**config.mk**
```make
export PLATFORM = sky130hd
export DESIGN_NAME = serial_receiver
export DESIGN_NICKNAME = d
export VERILOG_FILES = /design/src/rtl/serial_receiver.sv
export SDC_FILE = /design/constraint.sdc
export NUM_CORES = 1
export LEC_CHECK = 0
export ABC_AREA = 0
export CORE_AREA = 2 2 186 142
export CTS_CLUSTER_SIZE = 25
export DETAILED_ROUTE_END_ITERATION = 12
export DIE_AREA = 0 0 188 144
export SKIP_LAST_GASP = 1
export SLEW_MARGIN = 20
export SYNTH_ARGS = -nofsm -noshare
export SYNTH_HDL_FRONTEND = slang
export SYNTH_SLANG_ARGS = --single-unit
```
**constraint.sdc**
```tcl
create_clock -name clk_12MHz -period 2.55 [get_ports clk_12MHz]
set_clock_uncertainty 0.1 [all_clocks]
set_input_delay 0.3825 -clock clk_12MHz [delete_from_list [all_inputs] [get_ports clk_12MHz]]
set_output_delay 0.3825 -clock clk_12MHz [all_outputs]
set_load 0.03 [all_outputs]
```
**src/rtl/serial_receiver.sv**
```systemverilog
// 8N1 UART receiver that reassembles 11-byte triad packets (header, 9 payload bytes, XOR checksum).
// data_avl and the other strobes rise one cycle after the deciding stop-bit sample; there is no backpressure, and the host must take each strobe as it fires.
module serial_receiver #(
  parameter int         CLKS_PER_BIT = 104,
  parameter logic [7:0] HEADER_BYTE  = 8'hA5,
  parameter int         TIMEOUT_BITS = 20
) (
  input  logic        clk_12MHz,
  input  logic        reset,
  input  logic        rx,
  output logic [67:0] triad_data,
  output logic        reset_pulse_identifier,
  output logic        data_avl,
  output logic        frame_error,
  output logic        checksum_error
);

  localparam int CNT_W = $clog2(CLKS_PER_BIT);
  localparam int TO_W  = $clog2(TIMEOUT_BITS * CLKS_PER_BIT);
  localparam logic [CNT_W-1:0] HALF     = CNT_W'(CLKS_PER_BIT / 2);
  localparam logic [CNT_W-1:0] BIT_LAST = CNT_W'(CLKS_PER_BIT - 1);
  localparam logic [TO_W-1:0]  TO_LAST  = TO_W'(TIMEOUT_BITS * CLKS_PER_BIT - 1);

  typedef enum logic [2:0] {B_IDLE, B_START, B_DATA, B_STOP, B_BREAK} byte_state_t;
  typedef enum logic [1:0] {P_WAIT_HDR, P_PAYLOAD, P_CHECK} pkt_state_t;

  logic             rx_meta, rx_sync;
  byte_state_t      b_state;
  logic [CNT_W-1:0] bit_cnt;
  logic [2:0]       bit_idx;
  logic [7:0]       shift_dat;
  logic             byte_vld, stop_bad;

  pkt_state_t       p_state;
  logic [3:0]       p_idx;
  logic [7:0]       xor_acc;
  logic             rpi_asm;
  logic [67:0]      trd_asm;
  logic [TO_W-1:0]  to_cnt;

  always_ff @(posedge clk_12MHz) begin
    if (reset) begin
      rx_meta <= 1'b1;
      rx_sync <= 1'b1;
    end else begin
      rx_meta <= rx;
      rx_sync <= rx_meta;
    end
  end

  // The completed byte is presented in the same cycle as its stop-bit sample.
  assign byte_vld = (b_state == B_STOP) && (bit_cnt == BIT_LAST) && rx_sync;
  assign stop_bad = (b_state == B_STOP) && (bit_cnt == BIT_LAST) && !rx_sync;

  always_ff @(posedge clk_12MHz) begin
    if (reset) begin
      b_state     <= B_IDLE;
      bit_cnt     <= '0;
      bit_idx     <= '0;
      shift_dat   <= '0;
      frame_error <= 1'b0;
    end else begin
      frame_error <= 1'b0;
      case (b_state)
        B_IDLE: begin
          bit_cnt <= '0;
          if (!rx_sync) b_state <= B_START;
        end
        B_START: begin
          if (bit_cnt == HALF) begin
            bit_cnt <= '0;
            bit_idx <= '0;
            b_state <= rx_sync ? B_IDLE : B_DATA;
          end else begin
            bit_cnt <= bit_cnt + 1'b1;
          end
        end
        B_DATA: begin
          if (bit_cnt == BIT_LAST) begin
            bit_cnt   <= '0;
            shift_dat <= {rx_sync, shift_dat[7:1]};
            if (bit_idx == 3'd7) b_state <= B_STOP;
            else                 bit_idx <= bit_idx + 3'd1;
          end else begin
            bit_cnt <= bit_cnt + 1'b1;
          end
        end
        B_STOP: begin
          if (bit_cnt == BIT_LAST) begin
            bit_cnt <= '0;
            if (rx_sync) begin
              b_state <= B_IDLE;
            end else begin
              frame_error <= 1'b1;
              b_state     <= B_BREAK;
            end
          end else begin
            bit_cnt <= bit_cnt + 1'b1;
          end
        end
        // A low stop bit may be a break; re-arm only once the line returns high.
        B_BREAK: if (rx_sync) b_state <= B_IDLE;
        default: b_state <= B_IDLE;
      endcase
    end
  end

  always_ff @(posedge clk_12MHz) begin
    if (reset) begin
      p_state                <= P_WAIT_HDR;
      p_idx                  <= '0;
      xor_acc                <= '0;
      rpi_asm                <= 1'b0;
      trd_asm                <= '0;
      to_cnt                 <= '0;
      triad_data             <= '0;
      reset_pulse_identifier <= 1'b0;
      data_avl               <= 1'b0;
      checksum_error         <= 1'b0;
    end else begin
      data_avl       <= 1'b0;
      checksum_error <= 1'b0;

      if (p_state == P_WAIT_HDR || byte_vld) to_cnt <= '0;
      else if (to_cnt != TO_LAST)            to_cnt <= to_cnt + 1'b1;

      if (stop_bad) begin
        p_state <= P_WAIT_HDR;
      end else if (byte_vld) begin
        case (p_state)
          P_WAIT_HDR: begin
            if (shift_dat == HEADER_BYTE) begin
              p_state <= P_PAYLOAD;
              p_idx   <= '0;
              xor_acc <= '0;
            end
          end
          P_PAYLOAD: begin
            xor_acc <= xor_acc ^ shift_dat;
            // First payload byte carries the flag, three padding bits, then triad_data[67:64].
            if (p_idx == 4'd0) begin
              rpi_asm <= shift_dat[7];
              trd_asm <= {64'd0, shift_dat[3:0]};
            end else begin
              trd_asm <= {trd_asm[59:0], shift_dat};
            end
            if (p_idx == 4'd8) p_state <= P_CHECK;
            else               p_idx   <= p_idx + 4'd1;
          end
          P_CHECK: begin
            if (shift_dat == xor_acc) begin
              triad_data             <= trd_asm;
              reset_pulse_identifier <= rpi_asm;
              data_avl               <= 1'b1;
            end else begin
              checksum_error <= 1'b1;
            end
            p_state <= P_WAIT_HDR;
          end
          default: p_state <= P_WAIT_HDR;
        endcase
      end else if (p_state != P_WAIT_HDR && to_cnt == TO_LAST) begin
        p_state <= P_WAIT_HDR;
      end
    end
  end

endmodule
```
---- Yosys cells after proc, flatten, opt, wreduce, memory -nomap -nowiden ----
Cells that the tools add are included.
word-level totals
  flip-flop bits (word level) ............. 190
  word-level logic and storage cells ...... 110
  bits of input ports ..................... 3
  output and inout port bits .............. 72
cells by class
  equal/unequal tests ..................... 25
  bitwise gates (word level) .............. 6
  reductions and logical operators ........ 28
  $add $sub $neg .......................... 4
  mux-type cells .......................... 30
operator list
  cell                                                                    number
  68-bit 2-to-1 mux                                                       1
  3-bit 2-to-1 mux                                                        10
  7-bit one-hot mux with 3 select lines                                   1
  8-bit one-hot mux with 2 select lines                                   1
  4-bit AND reduction                                                     4
  3-bit one-hot mux with 5 select lines                                   1
  7-bit 2-to-1 mux                                                        2
  2-bit inequality test (second input constant)                           7
  12-bit by 1-bit adder with 12-bit output (second input constant)        1
  12-bit equality test (second input constant)                            1
  12-bit inequality test (second input constant)                          1
  2-bit 2-to-1 mux                                                        5
  8-bit equality test                                                     1
  8-bit equality test (second input constant)                             1
  4-bit 2-to-1 mux                                                        2
  8-bit 2-to-1 mux                                                        1
  4-bit one-hot mux with 2 select lines                                   1
  2-bit nonzero test                                                      4
  8-bit bitwise XOR                                                       1
  7-bit by 1-bit adder with 7-bit output (second input constant)          1
  7-bit by 6-bit equality test with 1-bit output (second input constant)  1
  7-bit equality test (second input constant)                             1
  3-bit by 2-bit equality test with 1-bit output (second input constant)  2
  3-bit equality test (second input constant)                             2
  other kinds (27)                                                        40

---- Depth between registers and ports, before layout ----
  depth in word-level cells ............... 5
  gate-level depth with buffers ........... 9

---- Worst setup path before layout ----
No wires, ideal clock.
  path type ............................... reg2reg
  from .................................... reg bit_cnt[0]
  to ...................................... reg data_avl
  data required time ...................... 2.386 ns
  cell stages (with the launch flop) ...... 8
  clock period less this slack ............ 2.350 ns
  arrival time ............................ 2.186 ns
  slack ................................... 0.200 ns
  setup time .............................. 0.064 ns
  cells stage by stage .................... dfxtp_1 -> ha_1 -> nand4b_4 -> or2_1 -> buf_2 -> or4_1 -> or4_1 -> nor2_1
on the way
  cells in the longest elaborated chain, start to end .. 5
ends and longest elaborated chain
  item                                     line    source
  start, declared                          29      logic [CNT_W-1:0] bit_cnt;
  start signal, assigned                   75      bit_cnt <= bit_cnt + 1'b1;
  start signal, assigned                   85      bit_cnt <= bit_cnt + 1'b1;
  start signal, assigned                   98      bit_cnt <= bit_cnt + 1'b1;
  7-bit equality test (*)                  52, 53
  1-bit logical AND (*)                    52, 53
  1-bit logical AND                        52      assign byte_vld = (b_state == B_STOP) && (bit_cnt == BIT_LAST) && rx_sync;
  1-bit inverter (no source line)          --
  4-bit OR reduction (no source line) (*)  --
  end signal, assigned                     118     data_avl <= 1'b0;
  end signal, assigned                     121     data_avl <= 1'b0;
  end signal, assigned                     154     data_avl <= 1'b1;
  end, declared                            13      output logic data_avl,
Mark *: on every way between the ends. The rest lies on a longest branch, timed or not.
A chain may end at the register's enable or synchronous reset.

---- Worst setup path in the final report ----
Same ends and word-level chain as after synthesis.

==> reports/results.ini <==
[status]
status = complete, no violations

[layout]
diodes = 0
fin_nets = 990
layout_common_cells = nand2_1 (238), dfxtp_1 (190), a21oi_1 (155), nand3_1 (78), clkdlybuf4s50_1 (73)
final_common_cell = nand2_1
area_growth_pct = 23.4
drive_above_1_share_pct = 7.55

[synth]
async_reset_ff_share_pct = 0
synth-edff-count = 0
ys_ff_latch = 190
ys_types = 47
synth_top_family_by_area = simple AND/OR/NAND/NOR gates
synth.area.mux_share_pct = 1.60
postSynthCellCount = 934
synthSimpleGateAreaFrac_pct = 27.2
synth_fa_ha_area_share_pct = 1.17
synth_compound_area_share_pct = 12.7
ys_seq_area_share_pct = 50.7
synth.cell_area_sq_um = 7500
synth_fp_nets = 944
synth_top_flop_cell = dfxtp_1
yosys_warnings = 0
syn_avg_cell_area_sq_um = 8.03
synthXorXnorAreaFrac_pct = 2.10

[clock_network]
cts_resized = 0
postCtsSetupRepairBufs = 0
clkTransAtPathRegs_ns = 0.07
cts_hold_buf = 0
cts_buffer_depth = 2
numCtsBuffers = 17
cts_tree = yes
insertion_delay_ns = 0.44
clock-root-buffer = clkbuf_16
cts_sinks = 190
cts.htree.levels = 4

[sta]
tightestPinTransition_ns = 0.720
fin_setup_tns_ns = 0
fmax_ghz = 0.418
worst_slack_ns = 0.159
period_needed_ns = 2.39
whs_ns = 0.145
setup_violations = 0
slew_viol_final = 0
hold_viol = 0
slew_headroom_pct = 52.0
grt_setup_unrepaired = false
finalCritPeriodShare_pct = 93.8

[worst_setup_path]
crit_path_start = bit_cnt[0]$_SDFFE_PP0P_
rr_startpoint = bit_cnt[0]$_SDFFE_PP0P_
cp.arrival_ns = 2.67
end_kind = flop
cp.required_ns = 2.82
path_delay_family = simple AND/OR/NAND/NOR gates
r2r_slack_ns = 0.16
critPathLaunchType = flop
crit_buf_inv = 0
crit_chain = ha_1 -> nand4b_4 -> or2_1 -> or4_1 -> or4_1 -> nor2_1
max_stage_delay_ns = 0.53
cp_slowest_cell = or4_1
worstPathMaxFanout = 5
cp_common_cell = or4_1
path_class = reg -> reg
rr_endpoint = data_avl$_SDFF_PP0_
r2r_cells = 6

[global_routing]
track_usage_pct = 13.8
grt_pass1_vias = 5823
antenna_found_initial = 0
grt_max_degree = 115
grt_first_pass_wirelength_mm = 30.2
gr-total-overflow = 0

[floorplan]
die_y_um = 144
die_width_um = 188
start_util_pct = 29.5
fp.coreArea_sq_um = 25500
io_pins = 75
dieArea_sq_um = 27100
num_rows = 51

[placed_design]
preCtsSetupSlack_ns = 0.191
gp_congestion = 0.774
place_hpwl_mm = 11.3
io_buffer_count = 74

[detailed_routing]
antenna_left = 0
wirelength_mm = 18.0
wire_per_inst_um = 13.5
drc = 0
routed_via_density = 4.72
dr.pass1.iters = 8
drt_iter0_drc = 445
dr_total_vias = 6309

[worst_hold_path]
hold_path_class = in -> reg
min_from = reset
min_to = bit_cnt[6]$_SDFFE_PP0P_
hold_depth = 2

[power]
p_clk_share_pct = 47.8
powerDensity_nw_per_um2 = 627
pwr-share-seq_pct = 51.1
power.leakage_nw = 2.94
finalPower_mw = 5.81
internal_power_mw = 4.49
power_switching_mw = 1.31
comb_power_share_pct = 1.1
ir_drop_v = 0.000497
switching_share_pct = 22.6

[job]
maxCapViolCount = 0

[layer usage]
layer	vias up	routed length (um)	track usage (%)
met3	10	653	3.40
met4	0	155	4.27
met2	106	7430	19.0
li1	3247	-	-
met5	-	0	0
met1	2946	9750	20.7
[stage by stage]
stage,utilization [%],instances,instance area [sq um]
2_1_floorplan,-,934,7500
3_3_place_gp,33.9,1305,8640
3_5_place_dp,33.9,1305,8640
4_1_cts,36.3,1337,9250
5_1_grt,36.3,1337,9250
6_report,36.3,1337,9250
[synthesized netlist by cell type (all sizes together) (4+ instances only)]
cell type	instances	area, sq um
a21oi	155	776
a31oi	5	31.3
and3	5	31.3
buf	20	104
clkbuf	50	188
dfxtp	190	3800
ha	7	87.6
inv	11	41.3
mux2i	12	120
nand2	238	893
nand2b	7	51.3
nand3	80	400
nand3b	6	45.0
nor2	43	164
nor2b	4	25.0
nor3	15	85.1
nor4	5	37.5
o21ai	17	85.1
or2	5	31.3
or3	8	50.1
or4b	5	50.1
xnor2	13	114
xor2	5	43.8
[state kept, by name, summed over array words and instances, names as in the netlist, 2 cells and up]
| register | flops |
|---|---|
| bit_cnt | 7 |
| bit_idx | 3 |
| p_idx | 4 |
| trd_asm | 68 |
| triad_data | 68 |
| p_state | 2 |
| shift_dat | 8 |
| to_cnt | 12 |
| b_state | 3 |
| xor_acc | 8 |
[area by class of cell]
class                   count  area, sq um
inverters                  11         41.3
flip-flops and latches    190         3800
fillers                  2656        16200
well taps                 344          430
repair buffers             97          986
clock inverters            14          174
clock buffers              18          439
multi-input cells         663         3380
[worst register-to-register path, delay by kind of cell, from the launching register on]
family,cells,cell delay [ns]
and+or+nand+nor,5,1.59
DFF,1,0.40
adders and majority gates,1,0.24
[kinds of logic (layout without fill, tap and decap cells)]
kind of cell / Yosys count / in the layout
compound gates: 185 / 185
xor+xnor: 18 / 18
fa+ha+maj: 7 / 7
buf+inv: 81 / 140
flops: 190 / 190
mux: 12 / 12
simple gates: 441 / 441
[power groups by stage]
stage	sequential (mW)	combinational (mW)	clock, mW
finish	2.97	0.0647	2.77
global route	2.97	0.0711	2.98
CTS	2.97	0.0656	2.86
detailed placement	3.04	0.0657	0
global placement	3.04	0.0656	0
floorplan	3.04	0.0460	0
[how the worst max path moves through the flow]
stage	endpoint	slack, ns	cells after the start
2_1_floorplan	data_avl$_SDFF_PP0_	0.20	7
3_3_place_gp	data_avl$_SDFF_PP0_	0.22	6
3_5_place_dp	data_avl$_SDFF_PP0_	0.19	6
4_1_cts	data_avl$_SDFF_PP0_	0.16	6
5_1_grt	xor_acc[1]$_SDFFE_PP0P_	0.04	5
6_report	data_avl$_SDFF_PP0_	0.16	6
Power figures use the tool's default switching activity.
==> edit, RTL diff (same flow settings) <==
`TIMEOUT_BITS`: 20 -> 40.
--- a/src/rtl/serial_receiver.sv
+++ b/src/rtl/serial_receiver.sv
@@ -4,5 +4,5 @@
   parameter int         CLKS_PER_BIT = 104,
   parameter logic [7:0] HEADER_BYTE  = 8'hA5,
-  parameter int         TIMEOUT_BITS = 20
+  parameter int         TIMEOUT_BITS = 40
 ) (
   input  logic        clk_12MHz,
Behaviour: no difference found for any inputs over 4 cycles, from zero or initial values and one cycle with reset high; that may be too few to reach the edited logic, so the function may still have changed.
==> edit against the original RTL <==
- synthesized cell count shrank 11%
- first-iteration DRC count shrank 2.7%
- area after synthesis is 0.28% lower
- via count shrank 7.1%
- total power is 0.64% lower
- setup slack lost 0.074 ns
- die area is the same
- utilization is 0.19 points higher
- design area grew 0.51%
- non-clock buffer count grew 3
- hold slack got worse by 0.015 ns
- wire length shrank 4.1%
- sequential cell count increased by 1
- fmax is 3.0% lower
- highest routed layer unchanged
==> edit: results <==
[run_status]
outcome = "finished, final reports clean"

[yosys]
synthArstFlopShare_pct = 0
synth_common_cells = "dfxtp_1, nor2_1, a21oi_1"
yosysSeqAreaShare_pct = 51.1
ys_types = 50
synth_area_leaders = "dfxtp_1, mux2i_1, a21oi_1, nor2_1, nand3_1"
synth_nets = 841
netlist_instances = 831

[routing]
dr.pass1.iters = 5
dr_wl_met2_um = 7370
viasPerCell = 4.69
routedWlPerCell_um = 13.8
wl_met1_um = 8890
wl_met3_um = 820
drt_iter0_markers = 433
vias = 5862

[global_routing]
use_met1_pct = 19.0
grt_use_total_pct = 13.2
grt.met3_usage_pct = 3.62
grt_pass1_wl_um = 28800
gr-usage-met2_pct = 19.0
grt_pass1_vias = 5502
grt_start_max_net_pins = 108

[worst_setup_path]
r2r_end = "triad_data[40]"
crit_fanout = 26
crit_arrival_ns = 2.66
critPathMaxStageDelay_ns = 0.60
critical_path_class = "register to register"
reg2reg_slack_ns = 0.09
reg2regPathDepth = 7
crit_slowest_cell = "or4b_4"

[worst_hold_path]
worstHoldEndpoint = "bit_cnt[2]"
hold_class = "input port to register"
hold_start = "reset"

[sta]
tightestPinTransition_ns = 0.823
whs_ns = 0.130
min_period_ns = 2.46

[placed_design]
post-place-cells = 1217
dpl.hpwl_um = 11100
placed_area_um2 = 8690
gp_congestion = 0.744
place_ws_ns = 0.0515

[finish]
final_nets = 902
drive_gt1_share_pct = 8.07
reg_top3 = "trd_asm: 68 flops, triad_data: 68 flops, to_cnt: 13 flops"
fillerInstances = 2579

[power]
peakVddDrop_uv = 494
cellLeakagePower_nw = 3.66
edit: report_power, final:
group	internal [W]	total, W	switching [W]
logic	0.0000146	0.0000693	0.0000547
registers	0.00298	0.00299	0.00000202
clock network	0.00150	0.00271	0.00122
edit: final cells by class:
class	instances	area (um2)	area share [%]
timing repair buffer	100	1010	10.9
inverter	11	41.3	0.444
tap	344	430	4.63
sequential	191	3820	41.1
multi-input combinational	571	3390	36.5
clock inverter	13	155	1.67
clock buffer	19	443	4.76
edit: kinds of logic (layout without fill, tap and decap cells):
kind of cell / after synthesis / after routing / share of synthesized area [%]
AO/OA/AOI/OAI: 118 / 118 / 9.02
buffers and inverters: 69 / 143 / 3.78
multiplexers: 85 / 85 / 11.4
flip-flops: 191 / 191 / 51.1
XOR/XNOR: 17 / 17 / 1.99
AND/OR/NAND/NOR: 344 / 344 / 21.5
adder cells (fa/ha/maj): 7 / 7 / 1.17
